## src/rtl/fb_pkg.sv

```systemverilog
// Shared types and polarity constants for the frame-buffer Avalon port.
package fb_pkg;

    // Read-side frame state: issuing reads, or waiting for the frame's last return.
    typedef enum logic {
        RD_ISSUE = 1'b0,
        RD_DRAIN = 1'b1
    } rd_state_t;

    // Named levels for active-low enables and active-high flags.
    localparam logic ASSERT_L   = 1'b0;
    localparam logic DEASSERT_L = 1'b1;
    localparam logic ASSERT_H   = 1'b1;
    localparam logic DEASSERT_H = 1'b0;

endpackage

```

## src/rtl/fb_rd_tracker.sv

```systemverilog
// Read-return bookkeeping: outstanding count, returned-word count, frame FSM,
// registered read data, end-of-frame pulse and sticky stray-return error.
module fb_rd_tracker
    import fb_pkg::*;
#(
    parameter int DATA_WIDTH     = 32,
    parameter int FRAME_WORDS    = 307200,
    parameter int MAX_RD_PENDING = 16
) (
    input  logic                  clk,
    input  logic                  reset,
    input  logic                  i_rd_acc,
    input  logic                  i_rd_iss_last,
    input  logic                  i_mem_rdata_valid,
    input  logic [DATA_WIDTH-1:0] i_mem_rdata,
    output logic                  o_rd_allow,
    output logic [DATA_WIDTH-1:0] o_rd_data,
    output logic                  o_rd_data_valid,
    output logic                  o_rd_done,
    output logic                  o_err
);

    localparam int RET_W  = (FRAME_WORDS > 1) ? $clog2(FRAME_WORDS) : 1;
    localparam int PEND_W = $clog2(MAX_RD_PENDING + 1);
    localparam logic [RET_W-1:0]  RET_LAST = RET_W'(FRAME_WORDS - 1);
    localparam logic [PEND_W-1:0] PEND_MAX = PEND_W'(MAX_RD_PENDING);

    logic [PEND_W-1:0]     r_rd_pend;
    logic [RET_W-1:0]      r_rd_ret;
    rd_state_t             r_state;
    rd_state_t             w_state_nxt;
    logic [DATA_WIDTH-1:0] r_rd_data;
    logic                  r_rd_data_valid;
    logic                  r_rd_done;
    logic                  r_err;
    logic                  w_ret_ok;
    logic                  w_ret_stray;
    logic                  w_ret_last;

    assign w_ret_ok    = i_mem_rdata_valid & (r_rd_pend != '0);
    assign w_ret_stray = i_mem_rdata_valid & (r_rd_pend == '0);
    assign w_ret_last  = w_ret_ok & (r_rd_ret == RET_LAST);
    assign o_rd_allow  = (r_state == RD_ISSUE) & (r_rd_pend < PEND_MAX);

    assign o_rd_data       = r_rd_data;
    assign o_rd_data_valid = r_rd_data_valid;
    assign o_rd_done       = r_rd_done;
    assign o_err           = r_err;

    // Read FSM state register.
    always_ff @(posedge clk) begin
        if (reset) r_state <= RD_ISSUE;
        else       r_state <= w_state_nxt;
    end

    // Read FSM next state: stop issuing after the frame's last read, resume after its last return.
    always_comb begin
        w_state_nxt = r_state;
        case (r_state)
            RD_ISSUE: if (i_rd_acc && i_rd_iss_last) w_state_nxt = RD_DRAIN;
            RD_DRAIN: if (w_ret_last)                w_state_nxt = RD_ISSUE;
            default:                                 w_state_nxt = RD_ISSUE;
        endcase
    end

    // Outstanding and returned-word counters; an accept and a return in one cycle cancel.
    always_ff @(posedge clk) begin
        if (reset) begin
            r_rd_pend <= '0;
            r_rd_ret  <= '0;
        end else begin
            case ({i_rd_acc, w_ret_ok})
                2'b10:   r_rd_pend <= r_rd_pend + PEND_W'(1);
                2'b01:   r_rd_pend <= r_rd_pend - PEND_W'(1);
                default: r_rd_pend <= r_rd_pend;
            endcase
            if (w_ret_ok) r_rd_ret <= w_ret_last ? '0 : r_rd_ret + RET_W'(1);
        end
    end

    // Registered return data, end-of-frame pulse and sticky stray-return flag.
    always_ff @(posedge clk) begin
        if (reset) begin
            r_rd_data       <= '0;
            r_rd_data_valid <= DEASSERT_H;
            r_rd_done       <= DEASSERT_H;
            r_err           <= DEASSERT_H;
        end else begin
            r_rd_data_valid <= w_ret_ok;
            r_rd_done       <= w_ret_last;
            if (w_ret_ok)    r_rd_data <= i_mem_rdata;
            if (w_ret_stray) r_err     <= ASSERT_H;
        end
    end

endmodule

```

## src/rtl/fb_avl_port.sv

```systemverilog
// Single frame-buffer Avalon-MM master: arbitrates single-word writes and reads
// at linear frame addresses; read returns are tracked in fb_rd_tracker.
module fb_avl_port
    import fb_pkg::*;
#(
    parameter int          ADDR_WIDTH     = 29,
    parameter int          DATA_WIDTH     = 32,
    parameter int unsigned BASE_ADDR      = 0,
    parameter int          FRAME_WORDS    = 307200,
    parameter int          MAX_RD_PENDING = 16
) (
    input  logic                  clk,
    input  logic                  reset,
    input  logic                  wr_en,
    input  logic [DATA_WIDTH-1:0] wr_data,
    input  logic                  rd_en,
    output logic                  avl_ready,
    output logic                  full,
    output logic                  rd_done,
    output logic [DATA_WIDTH-1:0] rd_data,
    output logic                  rd_data_valid,
    output logic                  err,
    output logic [ADDR_WIDTH-1:0] mem_addr,
    output logic                  mem_write,
    output logic                  mem_read,
    output logic [DATA_WIDTH-1:0] mem_wdata,
    input  logic                  mem_ready,
    input  logic [DATA_WIDTH-1:0] mem_rdata,
    input  logic                  mem_rdata_valid
);

    localparam int PTR_W = (FRAME_WORDS > 1) ? $clog2(FRAME_WORDS) : 1;
    localparam logic [PTR_W-1:0]      PTR_LAST = PTR_W'(FRAME_WORDS - 1);
    localparam logic [ADDR_WIDTH-1:0] BASE     = ADDR_WIDTH'(BASE_ADDR);

    logic [PTR_W-1:0] r_wr_ptr;
    logic [PTR_W-1:0] r_rd_iss;
    logic             r_last_wr;
    logic             r_full;
    logic             w_rd_allow;
    logic             w_wr_elig;
    logic             w_rd_elig;
    logic             w_wr_gnt;
    logic             w_rd_gnt;
    logic             w_wr_acc;
    logic             w_rd_acc;

    // Both sides eligible: write wins unless the last accepted command was a write.
    assign w_wr_elig = (wr_en == ASSERT_L);
    assign w_rd_elig = (rd_en == ASSERT_L) & w_rd_allow;
    assign w_wr_gnt  = w_wr_elig & (~w_rd_elig | ~r_last_wr);
    assign w_rd_gnt  = w_rd_elig & ~w_wr_gnt;
    assign w_wr_acc  = w_wr_gnt & mem_ready;
    assign w_rd_acc  = w_rd_gnt & mem_ready;

    assign mem_write = w_wr_gnt;
    assign mem_read  = w_rd_gnt;
    assign mem_wdata = wr_data;
    assign mem_addr  = BASE + ADDR_WIDTH'(w_rd_gnt ? r_rd_iss : r_wr_ptr);
    assign avl_ready = mem_ready & ~w_rd_gnt;
    assign full      = r_full;

    // Frame pointers and arbitration history advance only on accepted commands.
    always_ff @(posedge clk) begin
        if (reset) begin
            r_wr_ptr  <= '0;
            r_rd_iss  <= '0;
            r_last_wr <= DEASSERT_H;
            r_full    <= DEASSERT_H;
        end else begin
            r_full <= w_wr_acc & (r_wr_ptr == PTR_LAST);
            if (w_wr_acc) r_wr_ptr <= (r_wr_ptr == PTR_LAST) ? '0 : r_wr_ptr + PTR_W'(1);
            if (w_rd_acc) r_rd_iss <= (r_rd_iss == PTR_LAST) ? '0 : r_rd_iss + PTR_W'(1);
            if (w_wr_acc)      r_last_wr <= ASSERT_H;
            else if (w_rd_acc) r_last_wr <= DEASSERT_H;
        end
    end

    fb_rd_tracker #(
        .DATA_WIDTH     (DATA_WIDTH),
        .FRAME_WORDS    (FRAME_WORDS),
        .MAX_RD_PENDING (MAX_RD_PENDING)
    ) u_rd_tracker (
        .clk               (clk),
        .reset             (reset),
        .i_rd_acc          (w_rd_acc),
        .i_rd_iss_last     (r_rd_iss == PTR_LAST),
        .i_mem_rdata_valid (mem_rdata_valid),
        .i_mem_rdata       (mem_rdata),
        .o_rd_allow        (w_rd_allow),
        .o_rd_data         (rd_data),
        .o_rd_data_valid   (rd_data_valid),
        .o_rd_done         (rd_done),
        .o_err             (err)
    );

endmodule

```

## config.mk

```make
export PLATFORM = sky130hd
export DESIGN_NAME = fb_avl_port
export DESIGN_NICKNAME = d
export VERILOG_FILES = /design/src/rtl/fb_pkg.sv /design/src/rtl/fb_rd_tracker.sv /design/src/rtl/fb_avl_port.sv
export SDC_FILE = /design/constraint.sdc
export NUM_CORES = 1
export LEC_CHECK = 0
export CAP_MARGIN = 40
export CORE_ASPECT_RATIO = 1.2
export CORE_MARGIN = 4
export CORE_UTILIZATION = 47
export DETAILED_ROUTE_END_ITERATION = 6
export PLACE_DENSITY = 0.77
export SETUP_SLACK_MARGIN = 0.5
export SLEW_MARGIN = 20
export SYNTH_ARGS = -nofsm -noshare
export SYNTH_HDL_FRONTEND = slang
export SYNTH_HIERARCHICAL = 1
export SYNTH_SLANG_ARGS = --single-unit
```

## constraint.sdc

```tcl
create_clock -name clk -period 3.6 [get_ports clk]
set_input_delay 0.72 -clock clk [delete_from_list [all_inputs] [get_ports clk]]
set_output_delay 0.72 -clock clk [all_outputs]
set_load 0.01 [all_outputs]
```

==> metrics, run 1 <==
largest net degree at the start of global routing 68; TritonCTS Sinks 100; total gr overflow 0; WL/cell 15.5 um; DIE AREA 13000 sq um; initial antenna violation count 0; die width between 100 and 150 um; detailed-placement wirelength estimate 8.80 mm; hold violation count in the final report 0; CP Class reg2out; routed vias/inst 5.63; total CTS buffers 9; Worst-path clk slew about 0.07 ns; antenna cells 0; RR Endpoint u_rd_tracker/r_rd_pend[4]; Hold/Removal Path Class reg2reg; hold path startpoint u_rd_tracker/o_rd_data[10]; Total Wirelength 12.6 mm; core area between 10000 and 15000 sq um; CTS Hold Buffers Added 0; GRT Util Overall 0.186; Unique masters post-synth 68; nature of the critical path endpoint output port; Arrival @ worst endpoint 2.11 ns; Area Overhead vs Synth 19.6%; Worst Hold Path EP u_rd_tracker/o_rd_data[10]; crit path max fanout 6; Area after DPL 5920 sq um; Post-Syn Area 5270 sq um; worst-skew pair later-pin latency approximately 0.34 ns; CTS tree built; EDFF count, synth 0; number of max-cap violations 0; drt initial violations 282; sequential area share after synthesis 0.380; first-pass GRT wire length ~20 mm; maximum ir drop on the vdd rail 0.000400 V; RSZ-0062 raised after global routing false; non-filler cells, final 809; max-slew violation count 0; worst r2r path cells 8; post-route antenna net violation count 0; ys flop type dfxtp_1; synthesis-stage register bit count 100; PwrDens between 500 and 600 nW/um^2; final instance area ~6300 sq um; buffers added on ports 95; Final Net Count about 750; htree depth 3; Ports between 150 and 200; setup_tns 0 ns; skew final 0.00879 ns; Fmax 353 MHz; Tmin final 2.83 ns; vias in the first global route around 4300; Site Rows 42; worst slew pin tran just under 0.7 ns; warnings from Yosys 6; cells after synthesis 619; drt drc 0; mean post-synth cell area about 8.5 sq um; Placer Congestion about 0.83; r2r setup slk 0.92 ns; Worst EP required 2.88 ns; crit share post-route 0.787; CP Launch Type register; status complete, no violations; r2r startpoint u_rd_tracker/r_rd_pend[1]; Starting Density 0.480; final setup vio count 0; clk root buf clkbuf_16; asr flop ratio synth 0; Die Height 124 um; Placed Instances 782; P_leak 2.33 nW; layout cells sized above 1 0.136; Rel. slew slack 0.549; Via Count 4555; Hold Crit Depth 2; Pre-Repair DR Iteration Count 5; Max clock buf depth 2
[critical path, stage by stage (launching register included)]
cell and delay (ns):
dfxtp_1 0.31, nor2_1 0.22, nor2b_4 0.28, and2_4 0.23, buf_4 0.11, mux2_2 0.32, dlygate4sd2_1 0.30
[synth_stat cells (all sizes together), types with 7 or more instances]
| cell type | number | area share |
|---|---|---|
| a21oi | 56 | 0.060 |
| buf | 62 | 0.092 |
| clkbuf | 19 | 0.014 |
| dfxtp | 100 | 0.38 |
| ha | 7 | 0.017 |
| inv | 11 | 0.0078 |
| mux2 | 20 | 0.043 |
| nand2 | 94 | 0.072 |
| nand3 | 26 | 0.025 |
| nand4 | 14 | 0.019 |
| nor2 | 46 | 0.033 |
| nor3 | 14 | 0.013 |
| nor4 | 14 | 0.022 |
| o31ai | 9 | 0.013 |
| or3 | 11 | 0.013 |
| or4 | 10 | 0.015 |
| xnor2 | 19 | 0.032 |
| xor2 | 16 | 0.027 |
[worst max path at each step]
stage | start | cells past startpoint | end | slack [ns]
finish | u_rd_tracker/r_rd_pend[4] | 6 | mem_addr[17] | 0.77
CTS | rd_en | 6 | mem_addr[17] | 0.52
global route | u_rd_tracker/r_state | 6 | mem_addr[17] | 0.71
global placement | wr_en | 5 | mem_addr[18] | -0.02
detailed placement | rd_en | 5 | mem_addr[17] | -0.15
floorplan | u_rd_tracker/r_rd_pend[1] | 14 | u_rd_tracker/r_rd_pend[2] | 0.60
[cell usage in the layout, fill, tap and decap left out, types with 3 or more instances in the layout]
cell / n
a211o_1: 3
a21oi_1: 46
clkdlybuf4s50_1: 73
nand2_1: 84
nor2_1: 46
nand4_1: 12
clkbuf_1: 3
nor2b_1: 3
o211ai_1: 5
buf_4: 15
and3_1: 6
o21ai_0: 5
and2_4: 4
dfxtp_1: 100
nor4_1: 11
nand2b_1: 3
nand2_2: 10
xnor2_1: 19
inv_1: 10
xor2_1: 16
o31ai_1: 9
clkbuf_16: 9
mux2_2: 20
ha_1: 6
and4_1: 6
or4_1: 9
a21oi_2: 10
or3_1: 11
dlygate4sd2_1: 18
nand3_1: 26
dlymetal6s2s_1: 3
nor3_1: 14
conb_1: 10
o41ai_1: 3
[layer usage]
layer / part of all wire / up-vias / global-route usage
met4: 0.020 / 0 / 0.0829
met3: 0.046 / 24 / 0.0363
met1: 0.41 / 2179 / 0.223
met2: 0.52 / 129 / 0.325
li1: - / 2223 / -
met5: 0 / - / 0
[flip-flops by register name, indices dropped and copies added, names as in the netlist, 5 cells and up]
name,flops
r_wr_ptr,19
u_rd_tracker/r_rd_ret,19
u_rd_tracker/r_rd_pend,5
u_rd_tracker/o_rd_data,32
r_rd_iss,19
[timing repair]
item                                    CTS  global route
pin swaps                                 4             2
buffers inserted                          6             2
gates cloned                              3             0
resized for setup                        26             4
endpoints found under the setup margin   21             9
[layout make-up]
cell class	instances	area, sq um
Clock buffer	12	236
Clock inverter	4	50.0
Fill cell	939	4680
Inverter	12	45.0
Multi-Input combinational cell	438	2740
Sequential cell	100	2000
Tap cell	132	165
Timing Repair Buffer	111	1060
[power breakdown]
part           switching, mW  internal, mW  total (mW)  leakage (nW)
logic                  0.764         0.593        1.36          1.39
clock network          0.411         0.539       0.950         0.133
registers              0.109          1.27        1.38         0.810
total                   1.28          2.40        3.68          2.33
[stage by stage]
stage / hold slack (ns) / power (mW) / utilization / setup WS [ns]
after floorplan: 0.440 / 2.40 / - / 0.597
after global placement: 0.442 / 2.64 / 0.539 / -0.0236
after detailed placement: 0.446 / 2.69 / 0.539 / -0.147
after CTS: 0.456 / 3.69 / 0.571 / 0.516
after global routing: 0.471 / 3.89 / 0.574 / 0.707
final: 0.456 / 3.68 / 0.574 / 0.767
[logic make-up (layout without fill, tap and decap cells)]
kind of cell               count (synthesis)  after routing  synth area share
muxes                                     22             22            0.0465
xor gates and xnor gates                  35             35            0.0582
adders and majority gates                  7              7            0.0166
other                                      1             10          0.000711
buffers and inverters                     93            139             0.114
and+or+nand+nor                          263            266             0.260
AOI/OAI and AO/OA                         98             98             0.124
DFF                                      100            100             0.380
(Power assumes the default switching activity.)
==> run 2, diff against run 1 <==
Settings changed: CORE_UTILIZATION 47 to 42, PLACE_DENSITY 0.77 to 0.73.
Clock period 3.6 ns to 2.5 ns, I/O delays scaled along.
==> metrics, run 2 (synthesis gave the netlist of run 1 again) <==
maximum ir drop on the vdd rail 0.000514 V (+29%); M2 GR Usage 0.331 (+0.00631); P_leak 2.62 nW (+12%); Max stage delay cell, worst path or4_4; GR Util met1 0.216 (-0.00680); Largest stage delay, worst path 0.55 ns (+0.23 ns); crit path max fanout 4 (-2); CTS tree built; detailed-placement wirelength estimate 9.32 mm (+5.9%); crit share post-route 0.963; Worst Hold Path EP u_rd_tracker/o_rd_data[8]; drt initial violations 296 (+5.0%); die width 110 um (+5.3%); TritonCTS Sinks 100 (unchanged); worst setup margin 0.0921 ns (-0.675 ns); DIE AREA 14400 sq um (+11%); first-pass GRT wire length 21.8 mm (+8.9%); total gr overflow 0 (unchanged); clk root buf clkbuf_16; Hold Crit Depth 2 (unchanged); met3 usage 0.0383 (+0.00204); RSZ-0062 raised after global routing true; r2r setup slk 0.09 ns (-0.83 ns); post-route antenna net violation count 0 (unchanged); setup_tns 0 ns (unchanged); hold violation count in the final report 0 (unchanged); Total Wirelength 14.1 mm (+12%); Multi-input gate area 2930 sq um (+7.0%); Internal 3.92 mW (+63%); Hold/Removal Path Class reg2reg; switch share 0.343 (-0.00514); fill cell count 1043 (+11%); Die Height 131 um (+5.4%); CTS Hold Buffers Added 0 (unchanged); cell mode on critical path a211o_1; RR Endpoint u_rd_tracker/r_rd_pend[4]; final setup vio count 0 (unchanged); CP Class reg2reg; WL/cell 16.1 um (+3.8%); max-slew violation count 0 (unchanged); layout cells sized above 1 0.246 (+0.110); Worst EP required 2.72 ns (-0.16 ns); status complete, no violations; drt drc 0 (unchanged); max reg flops 32 (unchanged); Pre-Repair DR Iteration Count 5 (unchanged); number of max-cap violations 0 (unchanged); routed vias/inst 5.50 (-2.3%); Via Count 4796 (+5.3%); Starting Density 0.431 (-0.0486); vias in the first global route 4618 (+8.4%); buffers added on ports 95 (unchanged); NetSw 2.05 mW (+60%); core area 12200 sq um (+11%); total CTS buffers 9 (unchanged); Tmin final 2.41 ns; Arrival @ worst endpoint 2.63 ns (+0.52 ns); Clk network pwr share 0.258 (about the same); Core Util, Final 0.575 (+0.000582); htree depth 3 (unchanged); Ports 170 (unchanged); Final Net Count 783 (+4.5%); hold path startpoint u_rd_tracker/o_rd_data[8]; r2r startpoint u_rd_tracker/r_rd_pend[1]; sequential cell area 2010 sq um (+0.31%); CP Launch Type register; worst-skew pair later-pin latency 0.35 ns (about the same); grt peak-use layer met2; Site Rows 44 (+4.8%); skew final 0.00678 ns (-0.00201 ns); commonest non-fill, non-tap cell in the layout dfxtp_1; nature of the critical path endpoint register; GRT Util Overall 0.189 (+0.00293); Sequential Power Share 0.329 (-0.045); combinational share of power 0.413 (+0.045); most frequent cells in the layout dfxtp_1 (95), nand2_1 (83), clkdlybuf4s50_1 (69); Area Overhead vs Synth 33.2%; Critical Path Source u_rd_tracker/r_rd_pend[1]; Placer Congestion 0.871 (+4.6%); worst r2r path cells 10 (+2); initial antenna violation count 0 (unchanged); pre-CTS WS -0.427 ns (-0.281 ns); Max clock buf depth 2 (unchanged); Fmax 415 MHz; antenna cells 0 (unchanged); Worst-path clk slew 0.07 ns (about the same); critical path, cell by cell or4_4 > o21ai_4 > inv_4 > ha_4 > xor2_1 > ha_2 > a211o_1 > a21oi_2 > a211o_1 > nand3_1; largest net degree at the start of global routing 68 (unchanged); PwrDens 850 nW/um^2 (+45%)
==> run 2: routing by layer <==
metal,up-vias,share of wire
li1,2294,-
met1,2242,0.38
met5,-,0
met4,0,0.032
met2,221,0.50
met3,39,0.084
==> run 2: repair_timing <==
action,in CTS,in global routing
cloned,3,0
buffers inserted,16,6
pin swaps,10,6
resized for setup,146,30
setup endpoints to repair,44,55
==> run 2: through the flow <==
step                total power, mW  cells  hold WS [ns]  cell area [sq um]
CTS                            5.90    866         0.456               6850
finish                         5.97    872         0.455               7020
global route                   6.33    872         0.480               7020
global placement               4.05    831         0.444               6170
floorplan                      3.61    628         0.440               5400
detailed placement             4.11    831         0.446               6170
==> run 2: power groups by stage <==
stage | Combinational, mW | Clock [mW] | Sequential [mW]
after CTS | 2.36 | 1.58 | 1.96
after global routing | 2.69 | 1.65 | 1.99
after detailed placement | 2.12 | 0 | 1.99
after floorplan | 1.55 | 0 | 2.06
after global placement | 2.07 | 0 | 1.98
final | 2.46 | 1.54 | 1.96
==> run 2: worst max-delay path by stage <==
stage / to / depth (start not counted) / slack [ns]
6_report: u_rd_tracker/r_rd_pend[4] / 10 / 0.09
5_1_grt: u_rd_tracker/r_rd_pend[3] / 9 / -0.006
4_1_cts: u_rd_tracker/r_rd_pend[2] / 10 / 0.1
3_5_place_dp: u_rd_tracker/r_rd_pend[4] / 11 / -0.43
3_3_place_gp: u_rd_tracker/r_rd_pend[4] / 11 / -0.38
2_1_floorplan: u_rd_tracker/r_rd_pend[4] / 14 / -0.26
==> run 2: area by class of cell <==
cell class                      count  area share
Multi-Input combinational cell    435       0.418
Sequential cell                   100       0.286
Timing Repair Buffer              148       0.213
Clock buffer                        9      0.0321
Tap cell                          161      0.0287
Clock inverter                      7      0.0150
Inverter                           12     0.00713
==> run 2: worst max-delay path, delay by kind of cell (launching register included) <==
kind            cells  cell delay [ns]
fa+ha+maj           2             0.37
buf+inv             1             0.08
flops               1             0.33
xor+xnor            1             0.16
compound gates      4             0.72
simple gates        2             0.62
